--- src/rtl/apb_master_bridge_pkg.sv ---
// apb_master_bridge_pkg: shared FSM states and address-map constants for the APB bridge
package apb_master_bridge_pkg;
  typedef enum logic [1:0] {IDLE, SETUP, ACCESS} state_t;
  localparam logic [19:0] BASE_PAGE = 20'h10000;
  localparam int PAGE_W = 12;
  localparam int DEF_TIMEOUT = 255;
endpackage

--- src/rtl/apb_addr_decoder.sv ---
// apb_addr_decoder: page decode of an APB address into a one-hot slave select plus PRDATA/PREADY mux
module apb_addr_decoder
  import apb_master_bridge_pkg::*;
#(
  parameter int NSLV = 4
) (
  input  logic [31:0]           i_addr,
  input  logic [NSLV-1:0][31:0] i_prdata,
  input  logic [NSLV-1:0]       i_pready,
  output logic [NSLV-1:0]       o_sel,
  output logic                  o_hit,
  output logic [31:0]           o_prdata,
  output logic                  o_pready
);
  logic w_unused_off;
  assign w_unused_off = ^i_addr[PAGE_W-1:0];
  // each slave owns one 4 KiB page starting at BASE_PAGE; only the selected slave's bus is forwarded
  always_comb begin
    o_sel = '0;
    o_prdata = '0;
    o_pready = 1'b0;
    for (int i = 0; i < NSLV; i++) begin
      if (i_addr[31:PAGE_W] == BASE_PAGE + 20'(i)) begin
        o_sel[i] = 1'b1;
        o_prdata = i_prdata[i];
        o_pready = i_pready[i];
      end
    end
    o_hit = |o_sel;
  end
endmodule

--- src/rtl/apb_master_bridge.sv ---
// apb_master_bridge: CPU request strobe to APB master with slave decode, wait states and access timeout
module apb_master_bridge
  import apb_master_bridge_pkg::*;
#(
  parameter int TIMEOUT = DEF_TIMEOUT,
  parameter int NSLV = 4
) (
  input  logic                  PCLK,
  input  logic                  PRESET,
  input  logic                  transfer,
  input  logic                  write,
  input  logic [31:0]           addr,
  input  logic [31:0]           wdata,
  output logic [31:0]           rdata,
  output logic                  ready,
  output logic                  slverr,
  output logic [31:0]           PADDR,
  output logic                  PWRITE,
  output logic [31:0]           PWDATA,
  output logic                  PENABLE,
  output logic [NSLV-1:0]       PSEL,
  input  logic [NSLV-1:0][31:0] PRDATA,
  input  logic [NSLV-1:0]       PREADY
);
  localparam int CW = $clog2(TIMEOUT + 1);
  state_t          r_state;
  logic [CW-1:0]   r_cnt;
  logic [31:0]     r_paddr;
  logic [31:0]     r_pwdata;
  logic            r_pwrite;
  logic            r_penable;
  logic            r_sel_en;
  logic [31:0]     r_rdata;
  logic            r_ready;
  logic            r_slverr;
  logic [NSLV-1:0] w_sel;
  logic            w_hit;
  logic [31:0]     w_prdata;
  logic            w_pready;
  logic            w_done;
  logic            w_err;
  logic            w_start;

  apb_addr_decoder #(.NSLV(NSLV)) u_dec (
    .i_addr  (r_paddr),
    .i_prdata(PRDATA),
    .i_pready(PREADY),
    .o_sel   (w_sel),
    .o_hit   (w_hit),
    .o_prdata(w_prdata),
    .o_pready(w_pready)
  );

  assign w_done  = (r_state == ACCESS) && (!w_hit || w_pready || r_cnt == CW'(TIMEOUT - 1));
  assign w_err   = !w_hit || !w_pready;
  assign w_start = transfer && (r_state == IDLE || w_done);

  assign PADDR   = r_paddr;
  assign PWRITE  = r_pwrite;
  assign PWDATA  = r_pwdata;
  assign PENABLE = r_penable;
  assign PSEL    = r_sel_en ? w_sel : '0;
  assign rdata   = r_rdata;
  assign ready   = r_ready;
  assign slverr  = r_slverr;

  // IDLE/SETUP/ACCESS sequencer; a completing ACCESS may chain straight into the next SETUP
  always_ff @(posedge PCLK or negedge PRESET) begin
    if (!PRESET) begin
      r_state   <= IDLE;
      r_cnt     <= '0;
      r_paddr   <= '0;
      r_pwdata  <= '0;
      r_pwrite  <= 1'b0;
      r_penable <= 1'b0;
      r_sel_en  <= 1'b0;
      r_rdata   <= '0;
      r_ready   <= 1'b0;
      r_slverr  <= 1'b0;
    end else begin
      if (w_start) begin
        r_paddr  <= addr;
        r_pwrite <= write;
        r_pwdata <= wdata;
      end
      r_state   <= w_start ? SETUP : (r_state == SETUP) ? ACCESS : w_done ? IDLE : r_state;
      r_cnt     <= (r_state == ACCESS) ? r_cnt + 1'b1 : '0;
      r_penable <= (r_state == SETUP) || (r_state == ACCESS && !w_done);
      r_sel_en  <= w_start || (r_state == SETUP) || (r_state == ACCESS && !w_done);
      r_ready   <= w_done;
      r_slverr  <= w_done && w_err;
      r_rdata   <= (w_done && !w_err && !r_pwrite) ? w_prdata : '0;
    end
  end
endmodule

--- config.mk ---
export PLATFORM = sky130hd
export DESIGN_NAME = apb_master_bridge
export DESIGN_NICKNAME = d
export VERILOG_FILES = /design/src/rtl/apb_master_bridge_pkg.sv /design/src/rtl/apb_addr_decoder.sv /design/src/rtl/apb_master_bridge.sv
export SDC_FILE = /design/constraint.sdc
export NUM_CORES = 1
export LEC_CHECK = 0
export CORE_ASPECT_RATIO = 0.75
export CORE_MARGIN = 1
export CORE_UTILIZATION = 42
export DETAILED_ROUTE_END_ITERATION = 8
export GPL_TIMING_DRIVEN = 0
export PLACE_DENSITY_LB_ADDON = 0.1
export SETUP_SLACK_MARGIN = 0.02
export SLEW_MARGIN = 0
export SYNTH_ARGS = -nofsm -noshare
export SYNTH_HDL_FRONTEND = slang
export SYNTH_SLANG_ARGS = --single-unit
--- constraint.sdc ---
create_clock -name PCLK -period 2.1 [get_ports PCLK]
set_input_delay 0.42 -clock PCLK [delete_from_list [all_inputs] [get_ports PCLK]]
set_output_delay 0.42 -clock PCLK [all_outputs]
set_load 0.02 [all_outputs]
# [After elaboration in Yosys (flattened, before gate mapping)]
# Index checks and enable logic that the tools add are counted.
[op_classes] n_addsub=1 n_eq_ne=7 mux=18 n_reduce_logical=21
[op_table] operator="32-bit 2-to-1 mux" n=5
[op_table] operator="20-bit by 17-bit equality test with 1-bit output, second input constant" n=4
[op_table] operator="8-bit by 1-bit adder with 8-bit output, second input constant" n=1
[op_table] operator="8-bit equality test, second input constant" n=1
[op_table] operator="1-bit 2-to-1 mux" n=8
[op_table] operator="8-bit 2-to-1 mux" n=1
[op_table] operator="1-bit logical OR" n=7
[op_table] operator="1-bit logical AND" n=6
[op_table] operator="2-bit 2-to-1 mux" n=3
[op_table] operator="1-bit logical NOT" n=5
[op_table] operator="4-bit 2-to-1 mux" n=1
[op_table] operator="4-bit OR reduction" n=1
[op_table] operator="3-bit nonzero test" n=1
[op_table] operator="2-bit by 1-bit equality test with 1-bit output, second input constant" n=1
[op_table] operator="2-bit equality test, second input constant" n=1
[op_table] operator="2-bit logical NOT" n=1
[word_totals] register_bits=111 inputBits=200 out_inout_bits=104 wordCells=57

# [Logic depth before layout (Yosys ltp)]
# Gate-level depths: netlist (run 1).
[depth] depth_word=12 depth_mapped=9

# [Modules after synthesis]
# A second synthesis (run 1) with hierarchy kept.
[hier_totals] hier_cells=361 hier_area_um2=5396.4
[by_module_without_submodules] mod="apb_master_bridge" n_inst=1 cells_each=266 area_each_um2=4077.7
[by_module_without_submodules] mod="apb_addr_decoder" n_inst=1 cells_each=95 area_each_um2=1318.8

# [Worst setup path after synthesis (run 1)]
# OpenSTA, ideal clock, no wires.
[synth_timing] path_kind="reg2out" from="reg r_paddr[14] (netlist: PADDR[14])" to="out PSEL[3]" arrival_ns=1.890 required_time_ns=1.680 path_slack_ns=-0.210 path_stages_with_launch=6 path_buffers=1 path_cell_list="dfrtp_1 > nor4b_2 > and3_1 > nand4_1 > clkbuf_1 > nor2_1"
[synth_between] elab_chain_cells=3
[synth_rtl] element="start: declaration" line="apb_master_bridge.sv:28" text="logic [31:0] r_paddr;"
[synth_rtl] element="start signal: assignment" line="apb_master_bridge.sv:82" text="r_paddr <= addr;"
[synth_rtl] element="20-bit by 17-bit equality test with 1-bit output" line="apb_addr_decoder.sv:23" text="if (i_addr[31:PAGE_W] == BASE_PAGE + 20'(i)) begin"
[synth_rtl] element="1-bit 2-to-1 mux" line="apb_addr_decoder.sv:23"
[synth_rtl] element="4-bit 2-to-1 mux" line="apb_master_bridge.sv:62" text="assign PSEL = r_sel_en ? w_sel : '0;"
[synth_rtl] element="end: declaration" line="apb_master_bridge.sv:21" text="output logic [NSLV-1:0] PSEL,"
# Every way passes these cells.

# [Worst setup path after layout (run 1)]
[layout_timing] from="reg r_paddr[21] (netlist: PADDR[21])" to="out PSEL[3]"
# Same word-level chain as after synthesis.

==> out/metrics.cfg, run 1 <==
[clock_tree]
clock_path_buffers=2
cts_made_buffers=9
clock_tree.root_cell=clkbuf_16
clock-sinks=111
clk_latency_ns=0.35
path_clk_slew_ns=0.07
cts_tree=built
cts_max_level=3

[yosys]
synth_cell_types=39
seq_area_frac_synth=0.4365
ys_top_cells_by_area=dfrtp_1, o21ai_0, nand2_1
syn_avg_cell_area_um2=8.851
synthesis.nets=921
ys_warn_count=0
syn_inst=719
ys_seq_elements=111
yosysTopAreaCell=dfrtp_1
synth_top_area_share=0.4365
synth.cell_area_um2=6364

[outcome]
violations=setup timing
status=finished with violations

[route]
post_drt_wl_per_cell_um=19.33
ant_nets=0
drcViolationCount=0
vias=6992
drt_wl_total_um=24450
viasPerCell=5.527
drt_iter0_drc=462
first_pass_iters=5

[floorplanning]
boundaryPins=304
initial_utilization=0.4346
die_area_um2=15650
die_w_um=144.1
core_um2=14640
die_h_um=108.6
rows=38

[global_route]
grt_pass1_wl_um=34690
grt_pass1_vias=6412
grtUsageMet3=0.06599
use_met1=0.4040
met2_usage=0.4562
antenna_found_initial=0
busiest_layer=met2
grt-ovfl-total=0
gr-usage-all-layers=0.2908
grt_start_max_net_pins=76

[placed_design]
placedCellCount=1223
dp_hpwl_um=17530
io_buffers=303
place_congestion=0.8139
placed_cell_area_um2=9678

[finish]
final_cell_area_um2=10640
layout-drive-gt1-share=0.1690
diodes=0
utilization=0.7262
finalNonFillerCells=1265
area_delta_synth_final_pct=67.13
nets=1263

[sta]
finalSetupViolCount=27
skew_ns=0.006817
hold_viol_final=0
layout_min_cycle_time_ns=2.313
max_slew_margin=0.6173
rsz0062_at_grt=true
final.setup.worst_slack_ns=-0.2132
slew_violations=0
final.period_utilization=1.102
setup_tns_ns=-1.457
max_freq_mhz=432.3
tightest_slew_ns=0.5740

[power_and_ir_drop]
clkPwrFrac=0.134
seqPwrFrac=0.294
powerDensity_nw_per_um2=1125
p_int_mw=6.751
irDropWorstVdd_mv=0.7161
power_mw=11.96
p_sw_mw=5.212
p_sw_frac=0.4357
p_leak_nw=4.492
p_comb_frac=0.573

[critical_path]
cp-startpoint=PADDR[21]
max_stage_delay_ns=0.42
crit_chain=nor4_4 -> and3_4 -> nand4_1 -> clkbuf_8 -> nor2_4 -> buf_6
start_kind=register
critPathKind=register to output port
required_ns=1.68
path_buf_inv=2
cp.arrival_ns=1.89
critPathSlowestCell=dfrtp_1
cp-end-kind=output port
timing.rr.start=PADDR[12]
cp_max_fo=3
cp_top_family=simple AND/OR/NAND/NOR gates

[job]
drv_cap=0

[min_path]
hold_start=r_cnt[0]
hold_path.class=register to register

-- layer usage --
metal,share of wire,wire [µm]
met3,0.079,1927
met5,0,0
met2,0.47,11490
met1,0.43,10610
met4,0.018,429
-- through the flow --
step,worst slack [ns],hold WS (ns)
5_1_grt,-0.3089,0.5280
3_5_place_dp,-1.328,0.3428
6_report,-0.2132,0.5130
3_3_place_gp,-3.838,0.4917
4_1_cts,-0.2255,0.5187
2_1_floorplan,-0.1507,0.1244
-- cells in the mapped netlist, drive strengths merged --
master    n
xnor2     1
nor4b     1
dfrtp   111
nor3b     2
and2     50
and4      3
mux2i    32
nor2     11
a21oi     3
ha        2
nor3      1
buf      14
nor2b     1
inv       3
xor2      5
o211a    32
nand2   133
a211oi   49
nor4      3
nand3     5
mux4      1
clkbuf   66
nand4     2
nand2b    2
a31oi    48
and3      4
or2       1
o21ai   131
nand3b    1
o31a      1
-- sequential cells by signal, indices dropped and copies added, names as in the netlist --
register	flops
PWDATA	32
r_cnt	8
slverr	1
r_sel_en	1
r_state	2
PENABLE	1
ready	1
rdata	32
PADDR	32
PWRITE	1
-- area by class of cell --
type                       count  area, µm²
buffer                        75      442.9
clock buffer                  10      229.0
clock inverter                 5      36.28
fill                        1187       4009
inverter                       3      11.26
multi-input combinational    526       3510
sequential                   111       2779
tap                          200      250.2
timing repair buffer         335       3377
-- logic make-up (layout without fill, tap and decap cells) --
family | after synthesis | in the layout | synth area share
compound gates | 264 | 264 | 0.2747
xor+xnor | 6 | 6 | 0.008258
fa+ha+maj | 2 | 2 | 0.003932
buf+inv | 83 | 428 | 0.06036
flops | 111 | 111 | 0.4365
mux | 33 | 33 | 0.05387
simple gates | 220 | 221 | 0.1624
-- power by group through the flow --
stage / logic [mW] / clock network (mW) / registers (mW)
floorplan: 2.71 / 0 / 4.15
global placement: 6.07 / 0 / 3.42
detailed placement: 6.19 / 0 / 3.45
CTS: 6.31 / 1.62 / 3.49
global route: 7.40 / 1.70 / 3.59
finish: 6.85 / 1.60 / 3.51
-- final timing paths --
| path | slack, ns | end | depth (start not counted) |
|---|---|---|---|
| hold reg to reg | 0.51 | r_cnt[0] | 1 |
| setup / recovery | -0.21 | PSEL[3] | 6 |
| max in group asynchronous | 0.84 | r_cnt[0] | 3 |
| setup reg to reg | -0.05 | PADDR[12] | 7 |
| min in group asynchronous | 0.56 | PWDATA[15] | 2 |
| hold / removal | 0.51 | r_cnt[0] | 1 |
-- cells in the final DEF (no fill, tap or decap), types with 2 or more instances in the layout --
master / n
buf_2: 5
nand2_1: 133
nand3_1: 4
and4_2: 2
mux2i_1: 32
buf_4: 26
clkbuf_1: 33
nor3b_2: 2
o21ai_2: 50
buf_6: 17
nand2b_1: 2
inv_1: 3
nor2_1: 10
clkbuf_2: 20
a31oi_1: 48
and3_1: 2
and3_4: 3
o21ai_0: 69
a211oi_1: 30
o211a_1: 32
clkinvlp_4: 3
xor2_1: 5
nor4_4: 2
nand4_1: 2
a21oi_1: 2
clkbuf_4: 2
clkdlybuf4s50_1: 298
a211oi_2: 18
clkbuf_16: 12
o21ai_1: 12
dfrtp_1: 110
buf_12: 3
and2_1: 49
ha_1: 2
-- what timing repair did --
item	in CTS	in global routing
pin swaps	5	59
gates cloned	0	8
setup endpoints to repair	107	98
hold buffers	1	0
hold endpoints to repair	36	0
gates resized for setup	57	165
setup buffers	7	16
Note: power is estimated with default switching activity, not from simulation.
==> run 2, diff against run 1 <==
- SETUP_SLACK_MARGIN: 0.02 -> 0.4
==> run 2 against run 1 <==
Net effect:
- setup slack worse by 0.044 ns
- combinational power is 4.4% lower
- the flow finishes with violations (hold timing, setup timing)
- maximum frequency is 1.9% lower
- highest routed layer unchanged
- critical path type unchanged
- critical endpoint unchanged
- worst hold slack worse by 0.51 ns
- via count is 0.50% lower
- clock skew is 0.0037 ns higher
- non-clock buffer count is 10 higher
- routed wire length is 1.3% lower
==> out/metrics.cfg, run 2 (synthesized netlist as in run 1, its figures left out) <==
[placed_design]
placedCellCount=1223  ; unchanged
dp_hpwl_um=17170  ; -2.0%
placed_cell_area_um2=9804  ; +1.3%
io_buffers=303  ; unchanged
place_congestion=0.8770  ; +7.8%
dp_slack_ns=-0.8467  ; +0.4809 ns

[clock_tree]
clk_latency_ns=0.35  ; about the same
cts_tree=built
clock-sinks=111  ; unchanged
clock_tree.root_cell=clkbuf_16
path_clk_slew_ns=0.08  ; about the same
cts_made_buffers=9  ; unchanged
clock_path_buffers=2  ; unchanged
cts_max_level=3  ; unchanged

[sta]
slew_violations=0  ; unchanged
max_slew_margin=0.5889  ; -0.02842
hold_viol_final=3  ; +3
final.period_utilization=1.122  ; +0.02077
skew_ns=0.01050  ; +0.003682 ns
tightest_slew_ns=0.6167  ; +0.04263 ns
max_freq_mhz=424.3  ; -1.9%
final.setup.worst_slack_ns=-0.2568  ; -0.04361 ns
whs_ns=-0.001644  ; -0.5146 ns
setup_tns_ns=-0.9518  ; +0.5053 ns
layout_min_cycle_time_ns=2.357  ; +0.04361 ns
rsz0062_at_grt=true
finalSetupViolCount=4  ; -85%

[finish]
nets=1272  ; +0.71%
area_delta_synth_final_pct=72.04
diodes=0  ; unchanged
finalNonFillerCells=1275  ; +0.79%
multiInputGateArea_um2=3516  ; +0.18%
regArea_um2=2783  ; +0.13%
layout-drive-gt1-share=0.1860  ; +0.01703
fillerInstances=1164  ; -1.9%
layout_common_cells=clkdlybuf4s50_1, nand2_1, dfrtp_1
final_common_cell=clkdlybuf4s50_1
final_cell_area_um2=10950  ; +2.9%

[global_route]
gr-usage-all-layers=0.3053  ; +0.01446
grt_start_max_net_pins=64  ; -16%
antenna_found_initial=0  ; unchanged
grt-ovfl-total=0  ; unchanged
grt_pass1_wl_um=36470  ; +5.1%
grt_pass1_vias=6708  ; +4.6%

[floorplanning]
die_w_um=144.1  ; unchanged
boundaryPins=304  ; unchanged
die_area_um2=15650  ; unchanged
initial_utilization=0.4346  ; unchanged
core_um2=14640  ; unchanged
rows=38  ; unchanged
die_h_um=108.6  ; unchanged

[critical_path]
critPathKind=register to output port
cp-end-kind=output port
cp_max_fo=3  ; unchanged
cp-startpoint=PADDR[31]
start_kind=register
timing.rr.start=PADDR[12]
required_ns=1.68  ; about the same
cp.arrival_ns=1.94  ; +0.05 ns

[min_path]
hold_path.class=input port to async pin

[route]
post_drt_wl_per_cell_um=18.93  ; -2.1%
first_pass_iters=6  ; +1
viasPerCell=5.456  ; -1.3%
drt_wl_total_um=24130  ; -1.3%
drt_iter0_drc=505  ; +9.3%
vias=6957  ; -0.50%
ant_nets=0  ; unchanged
drcViolationCount=0  ; unchanged

[power_and_ir_drop]
powerDensity_nw_per_um2=1086  ; -3.4%
p_leak_nw=5.053  ; +12%
irDropWorstVdd_mv=0.6727  ; -6.1%
power_mw=11.89  ; -0.60%

[job]
drv_cap=0  ; unchanged

[outcome]
violations=hold timing, setup timing
status=finished with violations

-- run 2: final timing paths --
| kind | endpoint | slack (ns) | cells after the start |
|---|---|---|---|
| setup / recovery | PSEL[3] | -0.26 | 6 |
| hold / removal | PADDR[16] | -0.002 | 1 |
| setup reg to reg | PWDATA[27] | 0 | 9 |
| hold reg to reg | r_cnt[0] | 0.50 | 1 |
| max in group asynchronous | PADDR[12] | 1.40 | 2 |
| min in group PCLK | r_cnt[0] | 0.50 | 1 |
-- run 2: final cells by class --
cell class | count | share of cell area
clock inverters | 6 | 0.008457
plain buffers | 80 | 0.05589
repair buffers | 340 | 0.3155
clock buffers | 10 | 0.02091
multi-input cells | 525 | 0.3211
well taps | 200 | 0.02286
inverters | 3 | 0.001029
flip-flops and latches | 111 | 0.2542
-- run 2: where the power goes --
group / total [mW] / internal [mW] / switching (mW) / leakage [nW]
Sequential: 3.45 / 2.84 / 0.603 / 1.43
Combinational: 6.55 / 2.76 / 3.79 / 3.48
Clock: 1.89 / 1.06 / 0.836 / 0.150
-- run 2: metrics by stage --
stage                       util  hold WS, ns
after floorplan                -       0.1244
after global placement    0.6676       0.4920
after detailed placement  0.6695       0.3932
after CTS                 0.7298     0.009949
after global routing      0.7476      0.02697
final                     0.7476    -0.001644
-- run 2: worst max-delay path, cell delays in order, from the launching register on --
cell and delay, ns:
dfrtp_2 0.43, nor4b_4 0.34, and3_4 0.27, nand4_1 0.16, clkbuf_8 0.19, nor2_4 0.07
buf_6 0.12
-- run 2: timing repair --
action | CTS | global route
buffers inserted | 17 | 8
endpoints found under the setup margin | 204 | 115
hold buffers | 0 | 0
gates cloned | 10 | 1
pin swaps | 8 | 11
resized for setup | 200 | 72
-- run 2: routing by layer --
layer,track usage,part of all wire
met5,0,0
met2,0.4776,0.47
met4,0.06165,0.011
met1,0.4214,0.44
met3,0.08592,0.082
